**config.mk**
```make
export PLATFORM = sky130hd
export DESIGN_NAME = serial_frame_encoder
export DESIGN_NICKNAME = d
export VERILOG_FILES = /design/src/rtl/serial_frame_encoder.sv
export SDC_FILE = /design/constraint.sdc
export NUM_CORES = 1
export LEC_CHECK = 0
export ABC_CLOCK_PERIOD_IN_PS = 3400
export CAP_MARGIN = 30
export CORE_MARGIN = 3
export CORE_UTILIZATION = 53
export DETAILED_ROUTE_END_ITERATION = 10
export PLACE_DENSITY = 0.87
export SLEW_MARGIN = 20
export SYNTH_ARGS = -nofsm -noshare
export SYNTH_HDL_FRONTEND = slang
export SYNTH_SLANG_ARGS = --single-unit
```
**constraint.sdc**
```tcl
create_clock -name clock -period 3.4 [get_ports clock]
set_clock_uncertainty 0.05 [all_clocks]
set_input_delay 0.51 -clock clock [delete_from_list [all_inputs] [get_ports clock]]
set_output_delay 0.51 -clock clock [all_outputs]
set_load 0.01 [all_outputs]
```
**src/rtl/serial_frame_encoder.sv**
```systemverilog
// Byte-to-serial framing stage: start(1), data MSB first, optional parity, stop(0).
// Define ENCODER_PARITY_EN to insert an even-parity bit before the stop bit.
module serial_frame_encoder #(
    parameter int BIT_CYCLES = 1
) (
    input  logic       clock,
    input  logic       reset,
    input  logic [7:0] parallelIn,
    input  logic       loadValid,
    output logic       loadReady,
    output logic       serialOut,
    output logic       busy,
    output logic       frameDone
);

    localparam int CW = $clog2(BIT_CYCLES + 1);
    localparam logic [CW-1:0] LAST = CW'(BIT_CYCLES - 1);

    typedef enum logic [2:0] {
        IDLE,
        START,
        DATA,
`ifdef ENCODER_PARITY_EN
        PARITY,
`endif
        STOP
    } state_t;

    state_t state, stateNext;
    logic [CW-1:0] cycleCount, cycleNext;
    logic [2:0] bitCount, bitNext;
    logic [7:0] shiftReg, shiftNext;
    logic serialNext, busyNext, doneNext, readyNext;
    logic accept, bitEnd;

`ifdef ENCODER_PARITY_EN
    logic parityBit, parityNext;
`endif

    assign accept = loadValid && loadReady;
    assign bitEnd = (cycleCount == LAST);

    always_ff @(posedge clock) begin
        if (reset) begin
            state      <= IDLE;
            cycleCount <= '0;
            bitCount   <= 3'd7;
            shiftReg   <= 8'h00;
            serialOut  <= 1'b0;
            busy       <= 1'b0;
            frameDone  <= 1'b0;
            loadReady  <= 1'b0;
`ifdef ENCODER_PARITY_EN
            parityBit  <= 1'b0;
`endif
        end else begin
            state      <= stateNext;
            cycleCount <= cycleNext;
            bitCount   <= bitNext;
            shiftReg   <= shiftNext;
            serialOut  <= serialNext;
            busy       <= busyNext;
            frameDone  <= doneNext;
            loadReady  <= readyNext;
`ifdef ENCODER_PARITY_EN
            parityBit  <= parityNext;
`endif
        end
    end

    always_comb begin
        stateNext = state;
        cycleNext = cycleCount;
        bitNext   = bitCount;
        shiftNext = shiftReg;
`ifdef ENCODER_PARITY_EN
        parityNext = parityBit;
`endif
        if (state != IDLE) begin
            cycleNext = bitEnd ? '0 : cycleCount + 1'b1;
        end
        unique case (state)
            IDLE: begin
                if (accept) begin
                    stateNext = START;
                    cycleNext = '0;
                    shiftNext = parallelIn;
`ifdef ENCODER_PARITY_EN
                    parityNext = ^parallelIn;
`endif
                end
            end
            START: begin
                if (bitEnd) begin
                    stateNext = DATA;
                    bitNext   = 3'd7;
                end
            end
            DATA: begin
                if (bitEnd) begin
                    shiftNext = {shiftReg[6:0], 1'b0};
                    if (bitCount == 3'd0) begin
`ifdef ENCODER_PARITY_EN
                        stateNext = PARITY;
`else
                        stateNext = STOP;
`endif
                    end else begin
                        bitNext = bitCount - 3'd1;
                    end
                end
            end
`ifdef ENCODER_PARITY_EN
            PARITY: begin
                if (bitEnd) stateNext = STOP;
            end
`endif
            STOP: begin
                if (bitEnd) stateNext = IDLE;
            end
            default: stateNext = IDLE;
        endcase
    end

    // Outputs are computed from the next state so they register in step with it.
    always_comb begin
        serialNext = 1'b0;
        unique case (stateNext)
            START:   serialNext = 1'b1;
            DATA:    serialNext = shiftNext[7];
`ifdef ENCODER_PARITY_EN
            PARITY:  serialNext = parityNext;
`endif
            default: serialNext = 1'b0;
        endcase
        busyNext  = (stateNext != IDLE);
        readyNext = (stateNext == IDLE);
        doneNext  = (stateNext == STOP) && (cycleNext == LAST);
    end

endmodule

```
After elaboration in Yosys (flattened, before gate mapping)
Cells that the tools add are included.
Storage, ports and cells
  register bits after elaboration: 19
  bits in latches: 0
  bits in writable memories: 0
  memory bits (read-only): 0
  input bits: 11
  word-level logic and storage cells: 51
  memories kept: 0
Cells by class
  add/sub/neg operators: 2
  multiply operators: 0
  div/mod/pow operators: 0
  $lt $le $gt $ge: 0
  equality and inequality tests: 10
  shift operators: 0
  mux-type cells: 18
  bitwise logic cells: 1
  reduce and logical (&&, ||, !) cells: 11
Operators with widths (count)
  $mux 3: 8
  $mux 8: 2
  $pmux 8 s2: 1
  $eq 3x2->1 const B: 4
  $pmux 3 s4: 1
  $logic_not 3->1: 3
  $ne 2x2->1 const B: 4
  $eq 3x1->1 const B: 2
  $pmux 3 s2: 1
  $reduce_bool 3->1: 2
  $mux 1: 4
  $reduce_and 4->1: 1
  $reduce_bool 2->1: 2
  $reduce_and 3->1: 1
  $sub 3x1->3 const B: 1
  $logic_and 1x1->1: 2
  $pmux 1 s2: 1
  $add 1x1->1 const B: 1
  $not 1->1: 1

Longest topological paths before layout
Gate-level depths: netlist (run 1).
  depth in word-level cells: 7
  gate-level depth with buffers: 6
  depth with buffers taken out: 6

Least setup slack after synthesis (run 1)
Ideal clock, no wire load.
  kind: input to register
  from: input loadValid
  to: register serialOut
  library setup time: 0.137 ns
  arrival: 1.381 ns
  data required time: 3.213 ns
  path slack: 1.832 ns
  stages on the path: 5
  buffers on the path: 1
  path through: and2_0 and2_1 buf_2 a221oi_2 o221ai_1
On the way
  longest elaborated chain between the ends: 5
  elaborated cells between the ends (all ways): 8
  those cells by class: 2 x eq/ne; 5 x mux; 1 x reduce/logical
Ends and longest elaborated chain
  start: declaration: RTL line 9  | input logic loadValid,
  $logic_and 1x1->1 *: RTL line 40  | assign accept = loadValid && loadReady;
  $mux 3: RTL line 84  | if (accept) begin
  $pmux 3 s4: RTL line 82  | unique case (state)
  $eq 3x2->1 or $eq 3x1->1 (tied branches): RTL line 128  | unique case (stateNext)
  $pmux 1 s2 *: RTL line 128
  end signal: assignment: RTL line 61  | serialOut <= serialNext;
  end: declaration: RTL line 11  | output logic serialOut,
Every way passes the cells marked *; elsewhere a longest branch is shown, timed or not. The select of a mux whose other input is x is not followed.
A chain may end at the register's enable or synchronous reset.

Worst setup path in the final report (run 1)
  from: register state[2]
  to: register serialOut
On the way
  longest elaborated chain between the ends: 5
  elaborated cells between the ends (all ways): 14
  those cells by class: 5 x eq/ne; 8 x mux; 1 x reduce/logical
Ends and longest elaborated chain
  start: declaration: RTL line 29  | state_t state, stateNext;
  start signal: assignment: RTL line 57  | state <= stateNext;
  $mux 3: RTL line 102  | if (bitCount == 3'd0) begin
  $mux 3: RTL line 100  | if (bitEnd) begin
  $pmux 3 s4: RTL line 82
  $eq 3x2->1 or $eq 3x1->1 (tied branches): RTL line 128
  $pmux 1 s2 *: RTL line 128
Every way passes the cells marked *; elsewhere a longest branch is shown, timed or not.

==> results.md, run 1 <==
* CTS tree: done
* Cells after Synth at 90
* Worst Setup SP: state[2]$_SDFF_PP0_
* Vias in the first global route at 668
* I/O pins at 15
* Logic pwr share at 8.9%
* Synth Cell Area at 816 um^2
* Post-synth top flop: dfxtp_1
* Placed Area at 957 um^2
* VDD IR-drop max at 0.300 mV
* Skew-Pair Late Insertion Delay at 0.30 ns
* Rows at 13
* Synth Net Count at 103
* Unrepaired setup endpoints after global routing: no
* Die Ht at 45.2 um
* Fraction of layout instances using a drive strength above 1 at 4.81%
* Post-layout min period at 1.96 ns
* Simple-Gate Fraction of Synth Area at 23.8%
* Max-Cap Viols at 0
* Number of hold buffers added after CTS at 0
* Switch Pwr at 81.6 uW
* Tot GR Track Use at 18.2%
* Die ar. at 2050 um^2
* Max-slew headroom at 50.6%
* Final nets at 118
* Cell area after layout at 983 um^2
* WHS at 0.420 ns
* Die width at 45.2 um
* Setup TNS at 0 ns
* Xor/xnor cell area share of the yosys netlist at 0%
* DP Worst Slack at 1.34 ns
* # clock sinks at 19
* Final non-filler cell total at 119
* Post-synth EDFFs at 0
* Syn_area_per_cell at 9.06 um^2
* Post-synthesis sequential element count at 19
* Root buffer cell: clkbuf_4
* Post-route clock period utilization at 57.7%
* Sequential area share after synthesis at 46.6%
* Compound-Gate Fraction of Synth Area at 20.4%
* Total setup buffers inserted after CTS at 0
* Worst setup margin at 1.44 ns
* Vias at 666
* Inst Count DP at 115
* Routability Congestion at 0.768
* # diodes at 0
* Synth top area cells: dfxtp_1, a21oi_1, a22oi_1
* Area leader, netlist: dfxtp_1
* Core area at 1370 um^2
* Clock buffer depth at 2
* Register Area at 380 um^2
* Synth-to-Final Area Change at 20.6%
* Pre-Repair DR Iteration Count at 4
* Final hold vios at 0
* Vias per cell at 5.60
* Endpoints failing setup at 0
* Most frequent cell after synthesis: dfxtp_1
* Initial Util at 59.7%
* # resized after CTS at 0
* Hold_sp: shiftReg[5]$_SDFFE_PP0P_
* Leak at 0.385 nW
* Initial drt markers at 37
* Critical Path Sink: serialOut$_SDFF_PP0_
* Startpoint Class: register
* Register share of total power at 62.1%
* Post-DP HPWL at 1160 um
* Post-synth ARST share at 0%
* Yosys synthesis warning count at 0
* Total congestion overflow at 0
* Largest net degree at the start of global routing at 18
* Netlist cell types at 31
* Worst R2R Path Depth at 4
* Arrival @ worst endpoint at 2.08 ns
* Total power at 374 uW
* Top post-synthesis cells by count: dfxtp_1, a21oi_1, nand2_1
* R2r setup slk at 1.44 ns
* Internal power at 292 uW
* Critical path fanouts, max at 13
* Largest family of logic cells by synthesized area: simple AND/OR/NAND/NOR gates
* FMAX at 510 MHz
* Area of the multi-input gates at 399 um^2
* Hold Path Class: register to register
* Port Buffer Count at 14
* Critical R2R Capture: serialOut$_SDFF_PP0_
* Post-synth top area share at 46.6%
* Cts bufs inserted at 3
* First-pass GRT wire length at 2740 um
* Status: finished clean
* Launching point of the worst reg2reg path: state[2]$_SDFF_PP0_
* Kind of critical path: register to register
* Data required, critical path at 3.52 ns
* # H-tree levels at 1
* Crit end category: register
* Clock transition at the registers of the reported paths at 0.10 ns
* WL/cell at 12.7 um
* Final wirelength at 1510 um
* DRC errors left at 0
* Sw frac at 21.8%
* Antenna Nets Post-Route at 0
* Antenna violations before repair at 0
* Clock share of power at 29.0%
* Fill count at 108
* Worst slew pin tran at 0.730 ns
* Final count of pins violating max slew at 0
* Adder-cell share of the synthesized area at 3.07%
* Post-synthesis mux area share at 1.23%
* Final Util at 72.0%
* Power Dens Cells at 380 nW/um^2
-- registers in the layout, summed over array words and instances, names as in the netlist --
name        cells
serialOut       1
cycleCount      1
bitCount        3
shiftReg        8
frameDone       1
loadReady       1
state           3
busy            1
-- metal layers --
layer  part of all wire [%]  GRT usage, %  vias to the layer above
met1                     48          24.5                      299
li1                       -             -                      348
met5                      0             0                        -
met4                   0.66          5.26                        0
met2                     45          27.4                       17
met3                    6.3          5.98                        2
-- kinds of logic (layout without fill, tap and decap cells) --
group,count (synthesis),count (layout)
and+or+nand+nor,33,33
AOI/OAI and AO/OA,25,25
DFF,19,19
buffers and inverters,9,23
adders and majority gates,2,2
other,1,1
muxes,1,1
-- cells in the final DEF (no fill, tap or decap), drive strengths merged, types with 2 or more instances in the layout --
cell / instances
a21o: 2
a21oi: 11
a22oi: 6
and2: 3
and3: 2
clkbuf: 4
clkdlybuf4s50: 14
dfxtp: 19
ha: 2
inv: 5
nand2: 9
nand3: 2
nand3b: 2
nor2: 5
nor3: 3
nor4b: 2
o21ai: 2
-- worst max-delay path, stage by stage, from the launching register on --
cell and delay, ns:
dfxtp_1 0.40, nor4b_4 0.64, a21oi_1 0.27, a221oi_2 0.33
o221ai_1 0.15
-- worst min path at each step --
stage                     depth (start not counted)  slack (ns)                  endpoint
after global routing                              2        0.44  shiftReg[6]$_SDFFE_PP0P_
after detailed placement                          2        0.40  shiftReg[3]$_SDFFE_PP0P_
after global placement                            2        0.40  shiftReg[3]$_SDFFE_PP0P_
final                                             2        0.42  shiftReg[5]$_SDFFE_PP0P_
after floorplan                                   2        0.38  shiftReg[6]$_SDFFE_PP0P_
after CTS                                         2        0.42  shiftReg[3]$_SDFFE_PP0P_
-- power by group through the flow --
stage                     Clock (mW)  Sequential (mW)  Combinational, mW
after global placement             0            0.237             0.0325
after detailed placement           0            0.237             0.0331
after floorplan                    0            0.237             0.0159
after global routing           0.124            0.233             0.0374
final                          0.109            0.232             0.0334
after CTS                      0.111            0.232             0.0334
-- area by class of cell --
type,count,share of cell area [%]
Multi-Input combinational cell,62,40.6
Sequential cell,19,38.7
Timing Repair Buffer,14,14.2
Clock buffer,4,2.67
Inverter,5,1.91
Tap cell,15,1.91
(Power assumes the default switching activity.)
==> inputs of run 2 (changes only) <==
--- a/config.mk
+++ b/config.mk
@@ -5,12 +5,12 @@
 export SDC_FILE = /design/constraint.sdc
 export NUM_CORES = 1
 export LEC_CHECK = 0
-export ABC_CLOCK_PERIOD_IN_PS = 3400
+export ABC_CLOCK_PERIOD_IN_PS = 1900
 export CAP_MARGIN = 30
 export CORE_MARGIN = 3
-export CORE_UTILIZATION = 53
+export CORE_UTILIZATION = 49
 export DETAILED_ROUTE_END_ITERATION = 10
-export PLACE_DENSITY = 0.87
+export PLACE_DENSITY = 0.81
 export SLEW_MARGIN = 20
 export SYNTH_ARGS = -nofsm -noshare
 export SYNTH_HDL_FRONTEND = slang
==> constraint.sdc (replaced) <==
create_clock -name clock -period 1.9 [get_ports clock]
set_clock_uncertainty 0.05 [all_clocks]
set_input_delay 0.285 -clock clock [delete_from_list [all_inputs] [get_ports clock]]
set_output_delay 0.285 -clock clock [all_outputs]
set_load 0.01 [all_outputs]
==> results.md, run 2 (synthesis gave the netlist of run 1 again) <==
* Setup TNS at 0 ns (unchanged)
* Max reg flops at 8 (unchanged)
* Antenna Nets Post-Route at 0 (unchanged)
* Die Ht at 46.8 um (+3.5%)
* Kind of critical path: register to register
* Die width at 46.8 um (+3.5%)
* Buffers & Inverters on Critical Path at 0 (unchanged)
* Unrepaired setup endpoints after global routing: no
* Worst setup margin at 0.141 ns (-1.30 ns)
* Slowest cell delay on critical path at 0.45 ns (-0.19 ns)
* Most frequent cells in the layout: dfxtp_1, clkdlybuf4s50_1, a21oi_1
* Clock transition at the registers of the reported paths at 0.11 ns (about the same)
* First-pass GRT wire length at 2860 um (+4.5%)
* Clock buffer depth at 2 (unchanged)
* # clock sinks at 19 (unchanged)
* Final wirelength at 1820 um (+20%)
* Top Registers: shiftReg: 8 flops, bitCount: 3 flops, state: 3 flops
* Critical R2R Capture: serialOut$_SDFF_PP0_
* Largest net degree at the start of global routing at 17 (-1)
* Crit end category: register
* Port Buffer Count at 14 (unchanged)
* Status: finished clean
* Endpoints failing setup at 0 (unchanged)
* Hold EP: shiftReg[5]$_SDFFE_PP0P_
* Rows at 14 (+1)
* Vias per cell at 5.76 (+2.9%)
* Hold_sp: shiftReg[5]$_SDFFE_PP0P_
* Final hold vios at 0 (unchanged)
* Fraction of layout instances using a drive strength above 1 at 9.26% (+4.5 points)
* Post-route clock period utilization at 92.6% (+35 points)
* Post-layout min period at 1.76 ns (-0.204 ns)
* Antenna violations before repair at 0 (unchanged)
* Worst slew pin tran at 0.606 ns (-0.125 ns)
* CTS tree: done
* Critical path fanouts, max at 7 (-6)
* Commonest non-fill, non-tap cell in the layout: dfxtp_1
* Core area at 1540 um^2 (+13%)
* # diodes at 0 (unchanged)
* Cts bufs inserted at 3 (unchanged)
* Launching point of the worst reg2reg path: cycleCount$_SDFF_PP0_
* I/O pins at 15 (unchanged)
* Vias in the first global route at 639 (-4.3%)
* Data required, critical path at 2.02 ns (-1.50 ns)
* Die ar. at 2190 um^2 (+7.1%)
* R2r setup slk at 0.14 ns (-1.30 ns)
* Vias at 714 (+7.2%)
* Total setup buffers inserted after CTS at 0 (unchanged)
* Initial drt markers at 20 (-46%)
* Final count of pins violating max slew at 0 (unchanged)
* Root buffer cell: clkbuf_4
* Max-slew headroom at 59.6% (+9.0 points)
* Tot GR Track Use at 18.7% (+0.50 points)
* Family with the most delay on the worst path: compound AO/OA/AOI/OAI gates
* Leak at 0.407 nW (+5.6%)
* Max-Cap Viols at 0 (unchanged)
* VDD IR-drop max at 0.586 mV (+95%)
* Arrival @ worst endpoint at 1.88 ns (-0.20 ns)
* Hold path depth at 2 (unchanged)
* WL/cell at 14.7 um (+15%)
* Reg with most FFs: shiftReg
* Routability Congestion at 0.806 (+4.9%)
* Total congestion overflow at 0 (unchanged)
* Worst R2R Path Depth at 4 (unchanged)
* FMAX at 569 MHz (+12%)
* Post-DP HPWL at 1310 um (+12%)
* Power Dens Cells at 672 nW/um^2 (+77%)
* Pre-Repair DR Iteration Count at 4 (unchanged)
* # H-tree levels at 1 (unchanged)
* Final nets at 122 (+3.4%)
* Startpoint Class: register
* DP Worst Slack at 0.0247 ns (-1.31 ns)
* Initial Util at 52.9% (-6.8 points)
* CP max stage cell: nor4b_4
* DRC errors left at 0 (unchanged)
* Skew-Pair Late Insertion Delay at 0.30 ns (about the same)
* Synth-to-Final Area Change at 25.0%
* Hold Path Class: register to register
* Critical path, cell by cell: nor4b_4 > a21oi_1 > a221oi_2 > o221ai_1
## run 2: cell types whose count changed in the layout (fill, tap and decap cells not counted)
cell / change
nor3_1: -1
nor3_2: +1
buf_4: +4
## run 2: timing repair
action	CTS	global route
resized for setup	0	1
hold buffers	0	0
setup endpoints to repair	0	1
## run 2: worst register-to-register path: stages, from the launching register on
cell and delay [ns]:
dfxtp_1 0.38, nor4b_4 0.45, a21oi_1 0.23, a221oi_2 0.34
o221ai_1 0.18
## run 2: worst max path at each step
stage / from / end / slack, ns / depth (start not counted)
global route: cycleCount$_SDFF_PP0_ / serialOut$_SDFF_PP0_ / 0.006 / 4
detailed placement: loadValid / serialOut$_SDFF_PP0_ / 0.02 / 5
finish: cycleCount$_SDFF_PP0_ / serialOut$_SDFF_PP0_ / 0.14 / 4
CTS: state[2]$_SDFF_PP0_ / serialOut$_SDFF_PP0_ / 0.12 / 4
floorplan: state[2]$_SDFF_PP0_ / serialOut$_SDFF_PP0_ / 0.43 / 5
global placement: loadValid / serialOut$_SDFF_PP0_ / 0.17 / 5
## run 2: final cells by class
cell class / count / area, um^2
tap: 16 / 20.0
fill: 126 / 522
sequential: 19 / 380
timing repair buffer: 18 / 170
clock buffer: 4 / 26.3
multi-input combinational: 62 / 404
inverter: 5 / 18.8
## run 2: where the power goes
part | switching, mW | internal, mW | total, mW | leakage (nW)
Combinational | 0.0290 | 0.0368 | 0.0658 | 0.238
Sequential | 0.00819 | 0.408 | 0.416 | 0.155
Clock | 0.122 | 0.0819 | 0.204 | 0.0150
Total | 0.159 | 0.527 | 0.686 | 0.407
## run 2: metal layers
metal,GRT usage (%),wire length (um),vias to the layer above
met1,23.3,786,327
met5,0,0,-
met4,4.97,6,0
met2,30.1,893,30
met3,7.28,132,2
li1,-,-,355
## run 2: metrics by stage
stage | utilization, % | total power [mW] | hold WS (ns) | std cells | instance area, um^2
5_1_grt | 66.2 | 0.711 | 0.439 | 124 | 1020
3_3_place_gp | 64.1 | 0.487 | 0.395 | 120 | 988
2_1_floorplan | - | 0.453 | 0.371 | 90 | 816
6_report | 66.2 | 0.686 | 0.416 | 124 | 1020
4_1_cts | 65.8 | 0.688 | 0.416 | 124 | 1010
3_5_place_dp | 64.1 | 0.489 | 0.401 | 120 | 988
==> inputs of run 3 (changes only) <==
==> constraint.sdc (replaced) <==
create_clock -name clock -period 1.9 [get_ports clock]
set_clock_uncertainty 0.05 [all_clocks]
set_input_delay 0.19 -clock clock [delete_from_list [all_inputs] [get_ports clock]]
set_output_delay 0.19 -clock clock [all_outputs]
set_load 0.01 [all_outputs]
==> results.md, run 3 (synthesis gave the netlist of run 1 again) <==
* Status: finished clean
* Pre-Repair DR Iteration Count at 4 (unchanged)
* Total congestion overflow at 0 (unchanged)
* # resized after CTS at 0 (unchanged)
* Fraction of layout instances using a drive strength above 1 at 9.26% (unchanged)
* Unrepaired setup endpoints after global routing: no
* Internal power at 523 uW (-0.65%)
* Logic pwr share at 9.4% (-0.2 points)
* Post-route clock period utilization at 89.4% (-3.1 points)
* Initial Util at 52.9% (unchanged)
* Fill count at 130 (+3.2%)
* Core area at 1540 um^2 (unchanged)
* Routability Congestion at 0.845 (+4.9%)
* Tot GR Track Use at 17.5% (-1.2 points)
* Post-DP HPWL at 1230 um (-5.4%)
* Final Util at 65.9% (-0.24 points)
* I/O pins at 15 (unchanged)
* Total setup buffers inserted after CTS at 0 (unchanged)
* Synth-to-Final Area Change at 24.5%
* Setup TNS at 0 ns (unchanged)
* Max-Cap Viols at 0 (unchanged)
* Final count of pins violating max slew at 0 (unchanged)
* Reg with most FFs: shiftReg
* Vias at 691 (-3.2%)
* Port Buffer Count at 14 (unchanged)
* VDD IR-drop max at 0.409 mV (-30%)
* Clock share of power at 29.9% (+0.2 points)
* Most frequent cells in the layout: dfxtp_1, clkdlybuf4s50_1, a21oi_1
* Largest net degree at the start of global routing at 17 (unchanged)
* Final nets at 122 (unchanged)
* Area of the multi-input gates at 399 um^2 (-1.2%)
* Initial drt markers at 24 (+20%)
* Vias per cell at 5.57 (-3.2%)
* Final hold vios at 0 (unchanged)
* First-pass GRT wire length at 2700 um (-5.6%)
* Power Dens Cells at 674 nW/um^2 (+0.26%)
* DRC errors left at 0 (unchanged)
* Skew-Pair Late Insertion Delay at 0.30 ns (about the same)
* Post-layout min period at 1.70 ns (-0.0596 ns)
* Number of hold buffers added after CTS at 0 (unchanged)
* Arrival @ worst endpoint at 1.88 ns (about the same)
* Root buffer cell: clkbuf_4
* Antenna Nets Post-Route at 0 (unchanged)
* Antenna violations before repair at 0 (unchanged)
* # H-tree levels at 1 (unchanged)
* Leak at 0.408 nW (+0.24%)
* Vias in the first global route at 632 (-1.1%)
* Clock buffer depth at 2 (unchanged)
* Startpoint Class: register
* Die width at 46.8 um (unchanged)
* Die ar. at 2190 um^2 (unchanged)
* Top Registers: shiftReg: 8 flops, bitCount: 3 flops, state: 3 flops
* Kind of critical path: register to register
* Register share of total power at 60.7% (about the same)
* Final wirelength at 1610 um (-12%)
* # clock sinks at 19 (unchanged)
* WL/cell at 13.0 um (-12%)
* Rows at 14 (unchanged)
* Clock transition at the registers of the reported paths at 0.11 ns (about the same)
* Commonest non-fill, non-tap cell in the layout: dfxtp_1
* Hold Path Class: input port to register
* CTS tree: done
* Sw frac at 23.6% (+0.41 points)
* Data required, critical path at 2.08 ns (+0.06 ns)
* Register Area at 380 um^2 (unchanged)
* Switch Pwr at 162 uW (+1.7%)
* Critical path fanouts, max at 8 (+1)
* # diodes at 0 (unchanged)
* Crit end category: register
* Cts bufs inserted at 3 (unchanged)
* Endpoints failing setup at 0 (unchanged)
* Die Ht at 46.8 um (unchanged)
* FMAX at 589 MHz (+3.5%)
* Max reg flops at 8 (unchanged)
run 3: cell count changes in the layout (fill, tap and decap cells not counted), sizes merged:
cell / delta
clkbuf: -1
clkinv: +1
run 3: per-stage QoR:
step	hold slack [ns]	instance area, um^2	worst slack [ns]	total power, mW	cells
after floorplan	0.276	816	0.430	0.453	90
after global placement	0.394	988	0.229	0.487	120
after detailed placement	0.401	988	0.175	0.489	120
after CTS	0.398	1020	0.213	0.690	124
after global routing	0.417	1020	0.0948	0.711	124
final	0.398	1020	0.201	0.685	124
run 3: area by class of cell:
class	instances	area share, %
multi-input combinational	62	39.3
clock buffer	3	2.22
tap	16	1.97
sequential	19	37.4
clock inverter	1	0.493
timing repair buffer	18	16.7
inverter	5	1.85
run 3: critical path, stage by stage, from the launching register on:
cell and delay, ns:
dfxtp_1 0.41, nor4b_4 0.43, a32oi_1 0.23, or4_1 0.43
o221ai_1 0.07
run 3: routing by layer:
layer | vias to the layer above | track usage [%] | share of wire, %
li1 | 355 | - | -
met1 | 315 | 23.5 | 47
met2 | 19 | 25.2 | 45
met3 | 2 | 6.90 | 6.7
met4 | 0 | 6.63 | 0.37
met5 | - | 0 | 0
run 3: power by group through the flow:
stage | logic [mW] | clock network, mW | registers (mW)
after detailed placement | 0.0642 | 0 | 0.425
after global routing | 0.0700 | 0.224 | 0.417
final | 0.0645 | 0.205 | 0.416
after floorplan | 0.0284 | 0 | 0.424
after CTS | 0.0646 | 0.210 | 0.415
after global placement | 0.0628 | 0 | 0.424
run 3: worst paths after layout:
check,slack (ns),start,depth (start not counted),endpoint
min,0.40,parallelIn[0],3,shiftReg[0]$_SDFFE_PP0P_
max reg2reg,0.20,state[2]$_SDFF_PP0_,4,serialOut$_SDFF_PP0_
max,0.20,state[2]$_SDFF_PP0_,4,serialOut$_SDFF_PP0_
min reg2reg,0.42,shiftReg[5]$_SDFFE_PP0P_,2,shiftReg[5]$_SDFFE_PP0P_
